### src/rtl/regfile_mp.sv
// Multi-port register file with two write ports, NREAD combinational read ports,
// optional same-cycle write forwarding and a sequenced clear after reset or on request.
//
// state   | meaning
// CLEAR   | zeroing one entry per cycle at idx; writes ignored, reads return 0
// READY   | normal operation; writes accepted, ready=1
module regfile_mp #(
  parameter int XLEN     = 32,
  parameter int ADDR_W   = 5,
  parameter int NREAD    = 2,
  parameter int BYPASS   = 1,
  parameter int ZERO_REG = 1
) (
  input  logic                    clk,
  input  logic                    rst,
  input  logic                    we0,
  input  logic [ADDR_W-1:0]       wa0,
  input  logic [XLEN-1:0]         wd0,
  input  logic                    we1,
  input  logic [ADDR_W-1:0]       wa1,
  input  logic [XLEN-1:0]         wd1,
  input  logic [NREAD*ADDR_W-1:0] ra,
  output logic [NREAD*XLEN-1:0]   rdata,
  output logic                    ready,
  input  logic                    clr
);

  localparam int DEPTH = 1 << ADDR_W;

  typedef enum logic {S_CLEAR, S_READY} state_t;

  state_t            state, state_next;
  logic [ADDR_W-1:0] idx, idx_next;
  logic [XLEN-1:0]   mem [DEPTH];

  logic wr0_ok, wr1_ok;
  assign wr0_ok = we0 && !((ZERO_REG != 0) && (wa0 == '0));
  assign wr1_ok = we1 && !((ZERO_REG != 0) && (wa1 == '0));

  always_comb begin
    state_next = state;
    idx_next   = idx;
    case (state)
      S_CLEAR: begin
        // idx holds at its last value on exit; only the clr reload moves it back to 0
        if (idx == {ADDR_W{1'b1}}) begin
          state_next = S_READY;
        end else begin
          idx_next = idx + ADDR_W'(1);
        end
      end
      S_READY: begin
        if (clr) begin
          state_next = S_CLEAR;
          idx_next   = '0;
        end
      end
      default: begin
        state_next = S_CLEAR;
        idx_next   = '0;
      end
    endcase
  end

  always_ff @(posedge clk) begin
    if (!rst) begin
      state <= S_CLEAR;
      idx   <= '0;
      ready <= 1'b0;
    end else begin
      state <= state_next;
      idx   <= idx_next;
      ready <= (state_next == S_READY);
    end
  end

  // Entry contents have no reset; the clear sequence zeroes them. Port 1 is written last so it wins.
  always_ff @(posedge clk) begin
    if (rst) begin
      if (state == S_CLEAR) begin
        mem[idx] <= '0;
      end else begin
        if (wr0_ok) mem[wa0] <= wd0;
        if (wr1_ok) mem[wa1] <= wd1;
      end
    end
  end

  for (genvar k = 0; k < NREAD; k++) begin : g_rd
    logic [ADDR_W-1:0] addr;
    logic [XLEN-1:0]   val;
    assign addr = ra[k*ADDR_W +: ADDR_W];

    always_comb begin
      val = mem[addr];
      if (state != S_READY) begin
        val = '0;
      end else if ((ZERO_REG != 0) && (addr == '0)) begin
        val = '0;
      end else if ((BYPASS != 0) && we1 && (wa1 == addr)) begin
        val = wd1;
      end else if ((BYPASS != 0) && we0 && (wa0 == addr)) begin
        val = wd0;
      end
    end

    assign rdata[k*XLEN +: XLEN] = val;
  end

endmodule

### config.mk
export PLATFORM = sky130hd
export DESIGN_NAME = regfile_mp
export DESIGN_NICKNAME = d
export VERILOG_FILES = /design/src/rtl/regfile_mp.sv
export SDC_FILE = /design/constraint.sdc
export NUM_CORES = 2
export LEC_CHECK = 0
export CAP_MARGIN = 30
export CORE_ASPECT_RATIO = 0.7
export CORE_MARGIN = 2
export CORE_UTILIZATION = 40
export CTS_BUF_LIST = sky130_fd_sc_hd__clkbuf_4
export CTS_CLUSTER_DIAMETER = 30
export DETAILED_ROUTE_END_ITERATION = 16
export PLACE_DENSITY = 0.54
export SYNTH_ARGS = -nofsm -noshare
export SYNTH_HDL_FRONTEND = slang
export SYNTH_SLANG_ARGS = --single-unit
### constraint.sdc
create_clock -name clk -period 5.25 [get_ports clk]
set_clock_uncertainty 0.1 [all_clocks]
set_input_delay 0.7875 -clock clk [delete_from_list [all_inputs] [get_ports clk]]
set_output_delay 0.7875 -clock clk [all_outputs]
set_load 0.1 [all_outputs]
==> results.md <==
- Worst slack at placement: 0.5868 ns
- Area of the multi-input gates: 26950 µm²
- Core Rows: 118
- Worst setup slack after layout: 0.3661 ns
- Ys Warns: 0
- CTS tree: done
- Mapped Nets: 5314
- Most frequent cells in the layout: nand2_1, edfxtp_1, o21ai_0
- DRC violations left: 0
- Via density: 6.426
- Yosys reg bits: 1030
- Crit path kind: register to output pin
- First-pass GRT wire length: 344700 µm
- Netlist cell types: 55
- HPWL after DPL: 146100 µm
- Hold buffer count at cts: 0
- # setup viols final: 0
- Via count: 47860
- Share of layout cells above drive strength 1: 24.17%
- Post-layout min period: 4.884 ns
- Largest cells by area after synthesis: edfxtp_1, mux4_2, o21ai_0, nand2_1, mux2i_1
- Max-cap violations: 0
- Status: finished, final reports clean
- Share of the synthesized area in the top cell type: 51.22%
- Vias in the first global route: 45160
- Pwr Density: 260.1 nW/µm²
- Total global routing overflow: 0
- Die area: 153300 µm²
- Worst vdd ir: 269.8 µV
- Clock slew at reported path FFs: 0.07 ns
- Synthesized area: 60040 µm²
- Post-Syn Area per Cell: 11.49 µm²
- Avg WL per Cell: 32.95 µm
- Post-layout nets: 5360
- F_max: 0.2048 GHz
- Hold WC Path Type: primary input to register
- Clk root buf: clkbuf_4
- CP Max Fanout: 16
- Core ar.: 148400 µm²
- Total CTS buffers: 294
- Post-DRT Antenna Nets: 0
- RSZ-0062 raised after global routing: false
- Most common library cell in the layout ignoring fill and taps: nand2_1
- Clock Latency Late Sink: 1.34 ns
- Asr flop ratio synth: 0%
- Worst hold slack: 0.08717 ns
- Final core utilization: 46.46%
- Pin count of the biggest net entering global routing: 65
- Least-Margin Pin Slew: 1.051 ns
- Top cell type by total area after synthesis: edfxtp_1
- Slew Limit Fails: 0
- Leakage: 24.44 nW
- Register area share after synthesis: 51.42%
- Final Hold Viols: 0
- Cells after Synth: 5223
- # fillers: 13450
- Critical path required time: 4.36 ns
- Post-CTS sizing: 0
- Die width: 467.1 µm
- Most used DFF post-synth: edfxtp_1
- DRT Wirelength: 245400 µm
- Initial Utilization: 40.46%
- Tcrit/Tclk final: 93.03%
- Reg area: 30870 µm²
- Initial antenna violation count: 12
- Synthesis-to-layout area growth: 14.84%
- 1st-iter DRT viols: 7770
- RePlAce Congestion: 0.8688
- Worst Setup Start Kind: register
- GRT Resource Usage Total: 31.87%
- H-tree Lvls: 5
- Crit. End Element: output pin
- Worst EP arrival: 4.00 ns
- Post-route setup TNS: 0 ns
- Postcts setup bufs: 0
- Die Ht: 328.1 µm
- Max Root-Sink Buffers: 4
- EDFF count, synth: 1024
- Clock sink count: 1030
- Slew headroom: 29.95%
- First drt pass iteration count: 6
- IO Port Bufs: 153
- Boundary Pins: 154
flip-flops by register name, indices dropped and copies added, names as in the netlist:
signal  cells
idx         5
mem      1024
state       1
report_power, final:
group	internal, mW	switching [mW]
combinational	0.536	0.995
sequential	8.95	0.0235
clock	3.74	3.68
Yosys cell counts (7+ instances only):
cell / number
a22oi_1: 133
o21ai_0: 989
o22ai_1: 9
o21bai_1: 22
buf_2: 156
and2_1: 7
nand3_1: 78
mux2i_1: 194
clkbuf_2: 19
xor2_1: 16
buf_1: 45
nand2b_1: 68
nor2_1: 16
nor3_1: 11
nor4_1: 16
o21a_1: 66
nand2_1: 1155
o211ai_1: 65
inv_1: 37
a32o_1: 64
mux4_2: 447
nand4_1: 64
clkbuf_1: 452
edfxtp_1: 1024
cell families (layout without fill, tap and decap cells):
group	after synthesis	count (layout)	share of synthesized area [%]
simple gates	1443	1443	10.04
compound gates	1371	1371	13.26
flops	1030	1030	51.42
buf+inv	714	940	4.879
mux	643	643	20.07
xor+xnor	20	20	0.2918
fa+ha+maj	2	2	0.04167
other cells	0	19	0
cell type report:
cell class	instances	share of cell area (%)
antenna	19	0.06896
clock buffer	405	4.410
clock inverter	71	0.5644
inverter	37	0.2014
multi-input combinational	3479	39.09
sequential	1030	44.78
tap	1980	3.593
timing repair buffer	427	7.296
worst paths after layout:
| check | from | to | slack, ns | depth (start not counted) |
|---|---|---|---|---|
| setup / recovery | state | rdata[32] | 0.37 | 6 |
| hold / removal | wd1[0] | mem[12][0] | 0.09 | 3 |
| setup reg to reg | state | mem[8][27] | 1.23 | 6 |
| hold reg to reg | idx[0] | idx[0] | 0.53 | 2 |
critical path, stage by stage, from the launching register on:
cell and delay [ns]:
dfxtp_1 0.63, inv_1 0.27, a311oi_4 0.29, buf_4 0.51
o21a_1 0.20, a32o_1 0.50, buf_12 0.24
metal layers:
metal	GRT usage, %	part of all wire, %
met2	45.46	43
met5	0	0.020
met4	13.30	4.0
met3	7.988	13
met1	46.19	40
stage by stage:
stage               area, µm²  instances  power [mW]
global route            68930       7442       18.46
floorplan               60040       5223       10.00
CTS                     68870       7427       17.97
finish                  68940       7448       17.93
global placement        65270       6944       10.64
detailed placement      65440       6951       10.65
Power figures use the tool's default switching activity.
